--- config.mk ---
export PLATFORM = sky130hd
export DESIGN_NAME = half_sub
export DESIGN_NICKNAME = d
export VERILOG_FILES = /design/src/rtl/half_sub.sv
export SDC_FILE = /design/constraint.sdc
export NUM_CORES = 1
export LEC_CHECK = 0
export ABC_CLOCK_PERIOD_IN_PS = 7100
export CAP_MARGIN = 20
export CORE_MARGIN = 2
export CORE_UTILIZATION = 25
export CTS_CLUSTER_DIAMETER = 40
export DETAILED_ROUTE_END_ITERATION = 6
export GPL_TIMING_DRIVEN = 0
export PLACE_DENSITY = 0.48
export SLEW_MARGIN = 10
export SYNTH_ARGS = -nofsm -noshare
export SYNTH_HDL_FRONTEND = slang
export SYNTH_SLANG_ARGS = --single-unit
--- constraint.sdc ---
create_clock -name clk -period 7.1 [get_ports clk]
set_input_delay 0.71 -clock clk [delete_from_list [all_inputs] [get_ports clk]]
set_output_delay 0.71 -clock clk [all_outputs]
set_load 0.05 [all_outputs]
--- src/rtl/half_sub.sv ---
// half_sub: three-stage pipelined IEEE-754 binary16 subtractor, c = a - b,
// round-to-nearest-even, one operation per clock, no backpressure.
module half_sub #(
    parameter int unsigned BITS = 16
) (
    input  logic            clk,
    input  logic            rstn,
    input  logic            in_valid,
    input  logic [BITS-1:0] a,
    input  logic [BITS-1:0] b,
    output logic            out_valid,
    output logic [BITS-1:0] c
);

    localparam int unsigned EXP_W  = 5;
    localparam int unsigned FRAC_W = 10;
    localparam int unsigned SIG_W  = FRAC_W + 1;   // significand with hidden bit
    localparam int unsigned EXT_W  = SIG_W + 3;    // plus guard/round/sticky
    localparam int unsigned SUM_W  = EXT_W + 1;    // plus carry-out
    localparam int unsigned EWIDE  = 7;            // exponent with headroom

    if (BITS != 16) begin : g_bits_check
        $error("half_sub: BITS must be 16");
    end

    // Stage 1 -> 2 payload: operands ordered so |x| >= |y|
    typedef struct packed {
        logic              special;
        logic [15:0]       spec_val;
        logic              zsign;
        logic              sx;
        logic              sy;
        logic [EXP_W-1:0]  ex;
        logic [EXP_W-1:0]  d;
        logic [SIG_W-1:0]  xs;
        logic [SIG_W-1:0]  ys;
    } s1_t;

    // Stage 2 -> 3 payload: raw sum/difference awaiting normalization
    typedef struct packed {
        logic              special;
        logic [15:0]       spec_val;
        logic              zsign;
        logic              sign;
        logic [EXP_W-1:0]  e;
        logic [SUM_W-1:0]  m;
    } s2_t;

    logic        s1_v_q, s1_v_d;
    s1_t         s1_q, s1_d;
    logic        s2_v_q, s2_v_d;
    s2_t         s2_q, s2_d;
    logic        out_valid_q, out_valid_d;
    logic [15:0] c_q, c_d;

    // Leading-zero count of a 14-bit value (14 when all zero)
    function automatic logic [4:0] lzc14(input logic [EXT_W-1:0] v);
        logic [4:0] n;
        n = 5'd14;
        for (int i = 0; i < int'(EXT_W); i++) begin
            if (v[i]) n = 5'(13 - i);
        end
        return n;
    endfunction

    // Stage 1: unpack, negate b, order by magnitude, detect specials
    logic [EXP_W-1:0]  ea, eb, ea_eff, eb_eff;
    logic [FRAC_W-1:0] ma, mb;
    logic              sa, sb_eff, a_nan, b_nan, a_inf, b_inf, a_ge;
    always_comb begin
        ea     = a[14:10];
        eb     = b[14:10];
        ma     = a[9:0];
        mb     = b[9:0];
        sa     = a[15];
        sb_eff = ~b[15];
        ea_eff = (ea == 5'd0) ? 5'd1 : ea;
        eb_eff = (eb == 5'd0) ? 5'd1 : eb;
        a_nan  = (ea == 5'h1F) && (ma != 10'd0);
        b_nan  = (eb == 5'h1F) && (mb != 10'd0);
        a_inf  = (ea == 5'h1F) && (ma == 10'd0);
        b_inf  = (eb == 5'h1F) && (mb == 10'd0);
        a_ge   = (a[14:0] >= b[14:0]);

        s1_d          = '0;
        s1_v_d        = in_valid;
        s1_d.zsign    = sa & sb_eff;
        if (a_ge) begin
            s1_d.sx = sa;
            s1_d.sy = sb_eff;
            s1_d.ex = ea_eff;
            s1_d.d  = ea_eff - eb_eff;
            s1_d.xs = {(ea != 5'd0), ma};
            s1_d.ys = {(eb != 5'd0), mb};
        end else begin
            s1_d.sx = sb_eff;
            s1_d.sy = sa;
            s1_d.ex = eb_eff;
            s1_d.d  = eb_eff - ea_eff;
            s1_d.xs = {(eb != 5'd0), mb};
            s1_d.ys = {(ea != 5'd0), ma};
        end

        if (a_nan || b_nan) begin
            s1_d.special  = 1'b1;
            s1_d.spec_val = 16'h7E00;
        end else if (a_inf && b_inf) begin
            // inf - inf: same sign is invalid, opposite signs keep a
            s1_d.special  = 1'b1;
            s1_d.spec_val = (a[15] == b[15]) ? 16'h7E00 : a;
        end else if (a_inf) begin
            s1_d.special  = 1'b1;
            s1_d.spec_val = a;
        end else if (b_inf) begin
            s1_d.special  = 1'b1;
            s1_d.spec_val = {~b[15], 15'h7C00};
        end
    end

    // Stage 2: align y with sticky collection, then add or subtract
    logic [EXT_W-1:0] x_ext, y_ext, y_sh, y_al;
    logic             y_lost;
    always_comb begin
        x_ext  = {s1_q.xs, 3'b000};
        y_ext  = {s1_q.ys, 3'b000};
        y_sh   = '0;
        y_lost = 1'b0;
        if (s1_q.d >= 5'd14) begin
            y_al = {13'd0, |s1_q.ys};
        end else begin
            y_sh   = y_ext >> s1_q.d;
            y_lost = |(y_ext & ((14'd1 << s1_q.d) - 14'd1));
            y_al   = {y_sh[EXT_W-1:1], y_sh[0] | y_lost};
        end

        s2_v_d        = s1_v_q;
        s2_d          = '0;
        s2_d.special  = s1_q.special;
        s2_d.spec_val = s1_q.spec_val;
        s2_d.zsign    = s1_q.zsign;
        s2_d.sign     = s1_q.sx;
        s2_d.e        = s1_q.ex;
        if (s1_q.sx == s1_q.sy) begin
            s2_d.m = {1'b0, x_ext} + {1'b0, y_al};
        end else begin
            s2_d.m = {1'b0, x_ext} - {1'b0, y_al};
        end
    end

    // Stage 3: normalize, round to nearest even, pack and apply overrides
    logic [EWIDE-1:0] e7;
    logic [EXT_W-1:0] n;
    logic [4:0]       lz, em1, sh;
    logic [SIG_W-1:0] mant, mant_f;
    logic [SIG_W:0]   mr;
    logic             g, rs, up;
    logic [15:0]      res;
    always_comb begin
        e7     = EWIDE'(s2_q.e);
        n      = '0;
        lz     = '0;
        em1    = '0;
        sh     = '0;
        mant   = '0;
        mant_f = '0;
        mr     = '0;
        g      = 1'b0;
        rs     = 1'b0;
        up     = 1'b0;
        res    = '0;
        if (s2_q.special) begin
            res = s2_q.spec_val;
        end else if (s2_q.m == '0) begin
            res = {s2_q.zsign, 15'd0};
        end else begin
            if (s2_q.m[SUM_W-1]) begin
                n  = {s2_q.m[14:2], s2_q.m[1] | s2_q.m[0]};
                e7 = e7 + 7'd1;
            end else begin
                // Left shift bounded so the exponent never drops below 1
                lz  = lzc14(s2_q.m[EXT_W-1:0]);
                em1 = 5'(s2_q.e) - 5'd1;
                sh  = (lz < em1) ? lz : em1;
                n   = s2_q.m[EXT_W-1:0] << sh;
                e7  = e7 - EWIDE'(sh);
            end
            mant = n[13:3];
            g    = n[2];
            rs   = n[1] | n[0];
            up   = g & (rs | mant[0]);
            mr   = {1'b0, mant} + {11'd0, up};
            if (mr[SIG_W]) begin
                mant_f = mr[SIG_W:1];
                e7     = e7 + 7'd1;
            end else begin
                mant_f = mr[SIG_W-1:0];
            end
            if (e7 >= 7'd31) begin
                res = {s2_q.sign, 15'h7C00};
            end else begin
                // Hidden bit clear means the result stayed subnormal
                res = {s2_q.sign, (mant_f[10] ? e7[4:0] : 5'd0), mant_f[9:0]};
            end
        end

        out_valid_d = s2_v_q;
        c_d         = s2_v_q ? res : c_q;
    end

    // Pipeline and output registers; reset discards all in-flight ops
    always_ff @(posedge clk or negedge rstn) begin
        if (!rstn) begin
            s1_v_q      <= 1'b0;
            s1_q        <= '0;
            s2_v_q      <= 1'b0;
            s2_q        <= '0;
            out_valid_q <= 1'b0;
            c_q         <= '0;
        end else begin
            s1_v_q      <= s1_v_d;
            s1_q        <= s1_d;
            s2_v_q      <= s2_v_d;
            s2_q        <= s2_d;
            out_valid_q <= out_valid_d;
            c_q         <= c_d;
        end
    end

    assign out_valid = out_valid_q;
    assign c         = BITS'(c_q);

endmodule
# Word level (Yosys, flattened, before mapping)
# Cells that the tools add are included.
# classes
order_cmp	4
div	0
n_mul	0
n_mux	44
n_shift	3
n_addsub	10
reduce_logical	17
bitwise	8
n_eq_ne	4
# op_table
cell	n
5-bit two-way mux	20
17-bit two-way mux	4
14-bit two-way mux	4
16-bit two-way mux	3
7-bit two-way mux	6
34-bit two-way mux	1
11-bit two-way mux	3
15-bit two-way mux	2
10-bit zero test	2
10-bit nonzero test	2
14-bit by 14-bit adder with 15-bit output	1
15-bit >= comparator	1
15-bit zero test	1
14-bit by 14-bit subtractor with 15-bit output	1
14-bit bitwise AND	1
14-bit OR reduction	1
1-bit by 5-bit left shift with 14-bit output, first input constant	1
14-bit by 5-bit left shift with 14-bit output	1
14-bit by 5-bit >> shifter with 14-bit output	1
14-bit by 1-bit subtractor with 14-bit output, second input constant	1
11-bit by 1-bit adder with 12-bit output	1
11-bit OR reduction	1
5-bit == test, second input constant	2
5-bit zero test	2
other kinds (16)	27
# word_totals
inputBits	35
latch_bits	0
mem_count	0
ff_bits	110
output_inout_bits	17
mem_bits_ro	0
ram_bits	0
word_cells	109

# Longest topological paths before layout
# Gate-level depths: netlist (run 1).
# depth
word_depth	34
depth_mapped	26
ltp_nobuf	23

# Worst setup path after synthesis (run 1)
# No wires, ideal clock.
# synth_path
path_type	flip-flop to flip-flop
start	register s2_q[3] (netlist name)
end	register c_q[14] (netlist: c[14])
t_arrival_ns	4.827
setup_slack_ns	2.145
setup_ns	0.128
path_buffers	1
t_required_ns	6.972
period_less_slack_ns	4.955
path_stages_with_launch	22
path_cell_list	dfrtp_1 -> clkbuf_1 -> nor4_1 -> o21ba_2 -> ha_1 -> a21o_1 -> a21oi_1 -> a21oi_1 -> a211o_1 -> nand2_2 -> inv_2 -> ha_1 -> a21o_1 -> a21o_1 -> a21boi_0 -> o31ai_1 -> xnor2_1 -> nor3_1 -> nor3_1 -> a2bb2oi_4 -> and2_1 -> a31oi_1
# synth_via
elab_chain_cells	31
word_cells_on_any_way	41
classes_between	add/sub (3); order compare (2); shift (1); mux (31); bitwise (3); reduce/logical (1)
# synth_rtl
element	line_no	source
start: declaration	52	s2_t s2_q, s2_d;
start signal: assignment	216	s2_q <= '0;
start signal: assignment	223	s2_q <= s2_d;
5-bit two-way mux (11 in a row)	61	if (v[i]) n = 5'(13 - i);
5-bit two-way mux	176	if (s2_q.m[SUM_W-1]) begin
5-bit two-way mux	173	end else if (s2_q.m == '0) begin
5-bit two-way mux	171	if (s2_q.special) begin
5-bit less-than comparator	183	sh = (lz < em1) ? lz : em1;
5-bit two-way mux	183	
14-bit by 5-bit left shift with 14-bit output	184	n = s2_q.m[EXT_W-1:0] << sh;
14-bit two-way mux	176	
(+5 left out)	--	
11-bit by 1-bit adder with 12-bit output	191	mr = {1'b0, mant} + {11'd0, up};
7-bit two-way mux or 11-bit two-way mux (tied branches)	192	if (mr[SIG_W]) begin
7-bit two-way mux or 11-bit two-way mux (tied branches)	173	
7-bit two-way mux or 11-bit two-way mux (tied branches)	171	
7-bit by 5-bit >= comparator with 1-bit output or 5-bit two-way mux (tied branches)	198, 202	
15-bit two-way mux	198	if (e7 >= 7'd31) begin
16-bit two-way mux (*)	173	
16-bit two-way mux (*)	171	
end signal: assignment	218	c_q <= '0;
end signal: assignment	225	c_q <= c_d;
end: declaration	54	logic [15:0] c_q, c_d;
# Mark *: on every way between the ends. The rest lies on a longest branch, timed or not. The select of a mux whose other input is x is not followed.
# A chain may end at the register's enable or synchronous reset.

# Worst setup path after layout (run 1)
# layout_path
start	register s2_q[3] (netlist name)
end	register c_q[12] (netlist: c[12])
# Same word-level chain as after synthesis.

==> results of run 1 <==
-- sequential cells by signal (all words and copies together) (netlist names) --
name,cells
c,16
s2_q,39
s1_q,52
out_valid_d,1
s1_v_q,1
out_valid,1
-- cells in the final DEF, fill, tap and decap left out, types with 7 or more instances in the layout --
cell type	Yosys	routed
a211o_1	8	8
a211oi_1	11	11
a21o_1	25	25
a21oi_1	61	61
a22oi_1	8	8
a31oi_1	13	13
and2_1	7	7
and3_1	7	7
clkbuf_1	38	38
clkbuf_16	0	9
clkdlybuf4s50_1	0	50
conb_1	1	9
dfrtp_1	110	110
ha_1	58	58
inv_1	69	69
mux2_2	20	20
mux2i_1	28	28
nand2_1	86	86
nand2b_1	10	10
nand3_1	18	18
nand4_1	8	8
nor2_1	73	73
nor2b_1	10	10
nor3_1	24	24
nor4_1	7	7
o211ai_1	7	7
o21ai_0	51	51
o21bai_1	8	8
o31ai_1	9	9
xnor2_1	22	22
xor2_1	10	10
-- power groups by stage --
stage               logic (mW)  clock network [mW]  registers [mW]
floorplan                 1.67                   0           0.998
global placement          2.41                   0           0.895
detailed placement        2.40                   0           0.895
CTS                       2.41               0.528           0.882
global route              2.68               0.550           0.897
finish                    2.43               0.508           0.880
-- through the flow --
stage / cells / util (%) / total power, mW
floorplan: 942 / - / 2.66
global placement: 1435 / 28.7 / 3.31
detailed placement: 1436 / 28.8 / 3.30
CTS: 1451 / 29.7 / 3.82
global route: 1451 / 29.7 / 4.13
finish: 1451 / 29.7 / 3.82
-- layer usage --
| layer | wire length, µm | vias up | track usage [%] |
|---|---|---|---|
| met5 | 0 | - | 0 |
| met3 | 790 | 40 | 1.84 |
| li1 | - | 3486 | - |
| met1 | 10900 | 3353 | 18.5 |
| met4 | 480 | 0 | 4.47 |
| met2 | 10200 | 184 | 22.1 |
-- worst min-delay path by stage --
stage          startpoint  slack [ps]           to
2_1_floorplan      s1_v_q         330  out_valid_d
3_3_place_gp     s1_q[36]         330     s2_q[23]
3_5_place_dp     s1_q[38]         330     s2_q[25]
4_1_cts              rstn         210         c[2]
5_1_grt              rstn         220     s2_q[26]
6_report             rstn         210     s2_q[26]
-- final cells by class --
cell class	count	area (µm²)	area share [%]
multi-input combinational	708	5020	51.9
sequential	110	2750	28.5
tap	442	553	5.72
timing repair buffer	52	539	5.58
inverter	73	274	2.83
buffer	51	231	2.39
clock buffer	9	225	2.33
clock inverter	6	71.3	0.738
-- worst max-delay path, stage by stage, from the launching register on --
cell	delay [ps]
dfrtp_1	360
clkbuf_1	230
nor4_1	890
o21ba_2	270
ha_1	250
a21o_1	180
a21oi_1	390
a21oi_1	310
a211o_1	400
nand2_2	180
inv_2	160
ha_1	300
a21o_1	180
a21o_1	220
a21boi_0	130
o31ai_1	310
xnor2_1	300
nor3_1	150
nor3_1	440
a2bb2oi_4	280
and2_1	250
a31oi_1	100
-- cells by family (layout without fill, tap and decap cells) --
family / after synthesis / after routing / synth area share, %
AO/OA/AOI/OAI: 279 / 279 / 23.7
AND/OR/NAND/NOR: 272 / 272 / 16.0
buffers and inverters: 124 / 191 / 6.13
flip-flops: 110 / 110 / 33.4
adder cells (fa/ha/maj): 63 / 63 / 9.89
multiplexers: 53 / 53 / 7.49
XOR/XNOR: 32 / 32 / 3.40
other: 1 / 9 / 0.0455
==> results.ini, run 1 <==
[worst_setup_path]
crit_end=c[12]
crit_path_start=s2_q[3]
worstPathArrival_ps=6640
critPathRequiredTime_ps=7330
cp-start-kind=flip-flop
worstPathMaxFanout=10
cp-end-kind=flip-flop
critical_path_class=flip-flop to flip-flop
r2r_slack_ps=690
regToRegStartpoint=s2_q[3]
reg2regPathDepth=21
r2r-end=c[12]

[sta]
worst_clock_skew_ps=5.97
max_slew_margin_pct=31.4
finalSetupTns_ps=0
rsz0062_at_grt=no
clock.fmax_ghz=0.156
fin_ws_ps=695
whs_ps=214
hold_viol_final=0
min_period_ps=6410
min_period_over_period_pct=90.2
tightest_slew_ps=1020
setup_viol=0
slew_viol_final=0

[placement]
place.gp.congestion=0.887
place_area_um2=9370
place_ws_ps=781
port_buffers=51
hpwl_um=17600

[power]
power_frac_comb_pct=63.6
pwr_density_cell_nw_per_um2=395
swShare_pct=48.2
p_seq_share_pct=23.1
power_switching_mw=1.84
clock_power_share_pct=13.3
ir_drop_mv=0.139
leakage_nw=4.25
intPower_mw=1.98

[run_status]
status=finished, final reports clean

[synth]
synth-edff-count=0
synth-seq-cells=110
seq_area_frac_synth_pct=33.4
async_flop_share_pct=100
syn_area_um2=8250
synth_common_cells=dfrtp_1, nand2_1, nor2_1, inv_1, a21oi_1
synth_top_flop_cell=dfrtp_1
synth_top_area_share_pct=33.4
syn_avg_cell_area_um2=8.83
yosysTopAreaCell=dfrtp_1
ys_types=92
synth-warning-count=0
synth_area_leaders=dfrtp_1, ha_1, nand2_1
yosysMostFrequentCell=dfrtp_1
synthCells=934

[die]
core-area_um2=32500
die_w_um=186
die_h_um=186
rows=66
start_util_pct=25.3
dieArea_um2=34500
ios=52

[layout]
fin_area_um2=9670
syn2layout_area_growth_pct=17.2
nets=1102
drive_above_1_share_pct=8.72
fillCellCount=3504
n_antenna_cell=0

[detailed_routing]
via_count=7063
drc=0
vias_per_cell=4.87
routedWlPerCell_um=15.4
dr.pass1.iters=5
wl_um=22300
drt_iter0_drc=611
ant_nets=0

[clocking]
htree_levels=3
cts_max_path_buffers=2
ctsHoldBuffers=0
cts_root_buf=clkbuf_16
tritoncts=built
cts_resized=0
numCtsBuffers=9
clkSinkCount=110
clk_latency_ps=360
post-cts-setup-buffer-count=0
clk_pin_slew_ps=70

[global_routing]
track_usage_pct=13.6
grt-ovfl-total=0
first_global_vias=6928
grt_pass1_wl_um=37100
antenna_found_initial=0
grt_start_max_net_pins=81

[flow_run]
maxCapViolCount=0

[worst_hold_path]
hold_class=primary input to asynchronous set/reset pin

Power figures use the tool's default switching activity.
==> run 2: changes to the inputs <==
- RECOVER_POWER: default -> 25
==> results.ini, run 2 (same netlist as run 1, synthesis figures left out) <==
[run_status]
status=finished, violations left  ; was finished, final reports clean
failed_checks=capacitance limit, slew limit

[global_routing]
antenna_found_initial=0  ; unchanged
grt_start_max_net_pins=81  ; unchanged
grt-ovfl-total=0  ; unchanged
grt_pass1_wl_um=37100  ; unchanged
first_global_vias=6928  ; unchanged
track_usage_pct=13.6  ; unchanged

[sta]
max_slew_margin_pct=-15.5  ; was 31.4%
worst_clock_skew_ps=5.97  ; unchanged
finalSetupTns_ps=0  ; unchanged
setup_viol=0  ; unchanged
rsz0062_at_grt=no  ; unchanged
tightest_slew_ps=1730  ; was 1020 ps
whs_ps=350  ; was 214 ps
clock.fmax_ghz=0.156  ; about the same
hold_viol_final=0  ; unchanged
min_period_over_period_pct=90.2  ; about the same
slew_viol_final=31  ; was 0
fin_ws_ps=696  ; was 695 ps
min_period_ps=6400  ; was 6410 ps

[worst_setup_path]
worstPathMaxFanout=10  ; unchanged
critPathMaxStageDelay_ps=890  ; about the same
worstPathArrival_ps=6640  ; about the same
path_common_cell=a21o_1  ; unchanged
critPathRequiredTime_ps=7330  ; about the same
critical_path_class=flip-flop to flip-flop  ; unchanged
critPathTopFamily=compound AO/OA/AOI/OAI gates  ; unchanged
worst-path-buf-inv=2  ; unchanged
crit_chain=clkbuf_1 -> nor4_1 -> o21ba_2 -> ha_1 -> a21o_1 -> a21oi_1 -> a21oi_1 -> a211o_1 -> nand2_2 -> inv_2 -> ha_1 -> a21o_1 -> a21o_1 -> a21boi_0 -> o31ai_1 -> xnor2_1 -> nor3_1 -> nor3_1 -> a2bb2oi_4 -> and2_1 -> a31oi_1  ; unchanged
cp-end-kind=flip-flop  ; unchanged
crit_slowest_cell=nor4_1  ; unchanged
cp-start-kind=flip-flop  ; unchanged

[detailed_routing]
wl_um=22300  ; about the same
vias_per_cell=4.86  ; was 4.87
drt_iter0_drc=611  ; unchanged
ant_nets=0  ; unchanged
routedWlPerCell_um=15.3  ; was 15.4 µm
dr.pass1.iters=5  ; unchanged
via_count=7056  ; was 7,063
drc=0  ; unchanged

[layout]
largest_register_ffs=52  ; unchanged
nets=1102  ; unchanged
drive_above_1_share_pct=8.62  ; was 8.72%
seq_area_um2=2750  ; unchanged
regMostFlops=s1_q  ; unchanged
fin_util_pct=29.7  ; about the same
multi_input_area_um2=5020  ; unchanged
finalNonFillerCells=1451  ; unchanged
syn2layout_area_growth_pct=17.1  ; was 17.2%
final_cell_mix=dfrtp_1, nand2_1, nor2_1  ; unchanged
fillCellCount=3506  ; was 3,504
n_antenna_cell=0  ; unchanged
final_common_cell=dfrtp_1  ; unchanged

[die]
die_h_um=186  ; unchanged
ios=52  ; unchanged
rows=66  ; unchanged
start_util_pct=25.3  ; unchanged
die_w_um=186  ; unchanged
core-area_um2=32500  ; unchanged
dieArea_um2=34500  ; unchanged

[clocking]
cts_resized=0  ; unchanged
clkSinkCount=110  ; unchanged
ctsHoldBuffers=0  ; unchanged
numCtsBuffers=9  ; unchanged
htree_levels=3  ; unchanged
cts_root_buf=clkbuf_16  ; unchanged
clk_latency_ps=360  ; about the same
tritoncts=built  ; unchanged
clk_pin_slew_ps=70  ; about the same
post-cts-setup-buffer-count=0  ; unchanged
cts_max_path_buffers=2  ; unchanged

[flow_run]
maxCapViolCount=1  ; was 0

[placement]
place.gp.congestion=0.887  ; unchanged
hpwl_um=17600  ; unchanged
port_buffers=51  ; unchanged
place_ws_ps=781  ; unchanged
dp.cells=1436  ; unchanged

[worst_hold_path]
hold_class=flip-flop to flip-flop  ; was primary input to asynchronous set/reset pin

[power]
pwr_density_cell_nw_per_um2=395  ; about the same
ir_drop_mv=0.139  ; about the same
leakage_nw=4.25  ; about the same

run 2: cell types whose count changed in the layout (fill, tap and decap cells not counted), sizes merged:
cell / before / now
buf: 15 / 14
clkbuf: 47 / 48
clkdlybuf4s50: 50 / 49
dlygate4sd3: 0 / 1
run 2: where the power goes:
part           internal, mW  switching, mW  total [mW]
registers             0.751          0.129       0.880
logic                 0.949           1.48        2.42
clock network         0.275          0.233       0.508
run 2: per-layer routing:
metal / up-vias / wire, µm / global-route usage [%]
met3: 38 / 813 / 1.84
met5: - / 0 / 0
li1: 3486 / - / -
met2: 185 / 10100 / 22.1
met1: 3347 / 10800 / 18.5
met4: 0 / 477 / 4.47
run 2: final timing paths:
path | startpoint | to | slack (ps) | cells after the start
worst min register to register | s1_v_q | out_valid_d | 350 | 0
min in group asynchronous | rstn | s2_q[26] | 790 | 1
worst min-delay path | s1_v_q | out_valid_d | 350 | 0
max in group asynchronous | rstn | s1_q[8] | 5170 | 2
worst max-delay path | s2_q[3] | c[12] | 700 | 21
worst max register to register | s2_q[3] | c[12] | 700 | 21
run 2: through the flow:
step | cell area [µm²] | power (mW)
floorplan | 8280 | 2.66
global placement | 9340 | 3.31
detailed placement | 9370 | 3.30
CTS | 9670 | 3.82
global route | 9660 | 4.13
finish | 9660 | 3.81
run 2: final cells by class:
type | count | share of cell area, %
buffer | 51 | 2.40
timing repair buffer | 52 | 5.51
multi-input combinational | 708 | 52.0
tap | 442 | 5.73
clock inverter | 6 | 0.738
sequential | 110 | 28.5
inverter | 73 | 2.84
clock buffer | 9 | 2.33
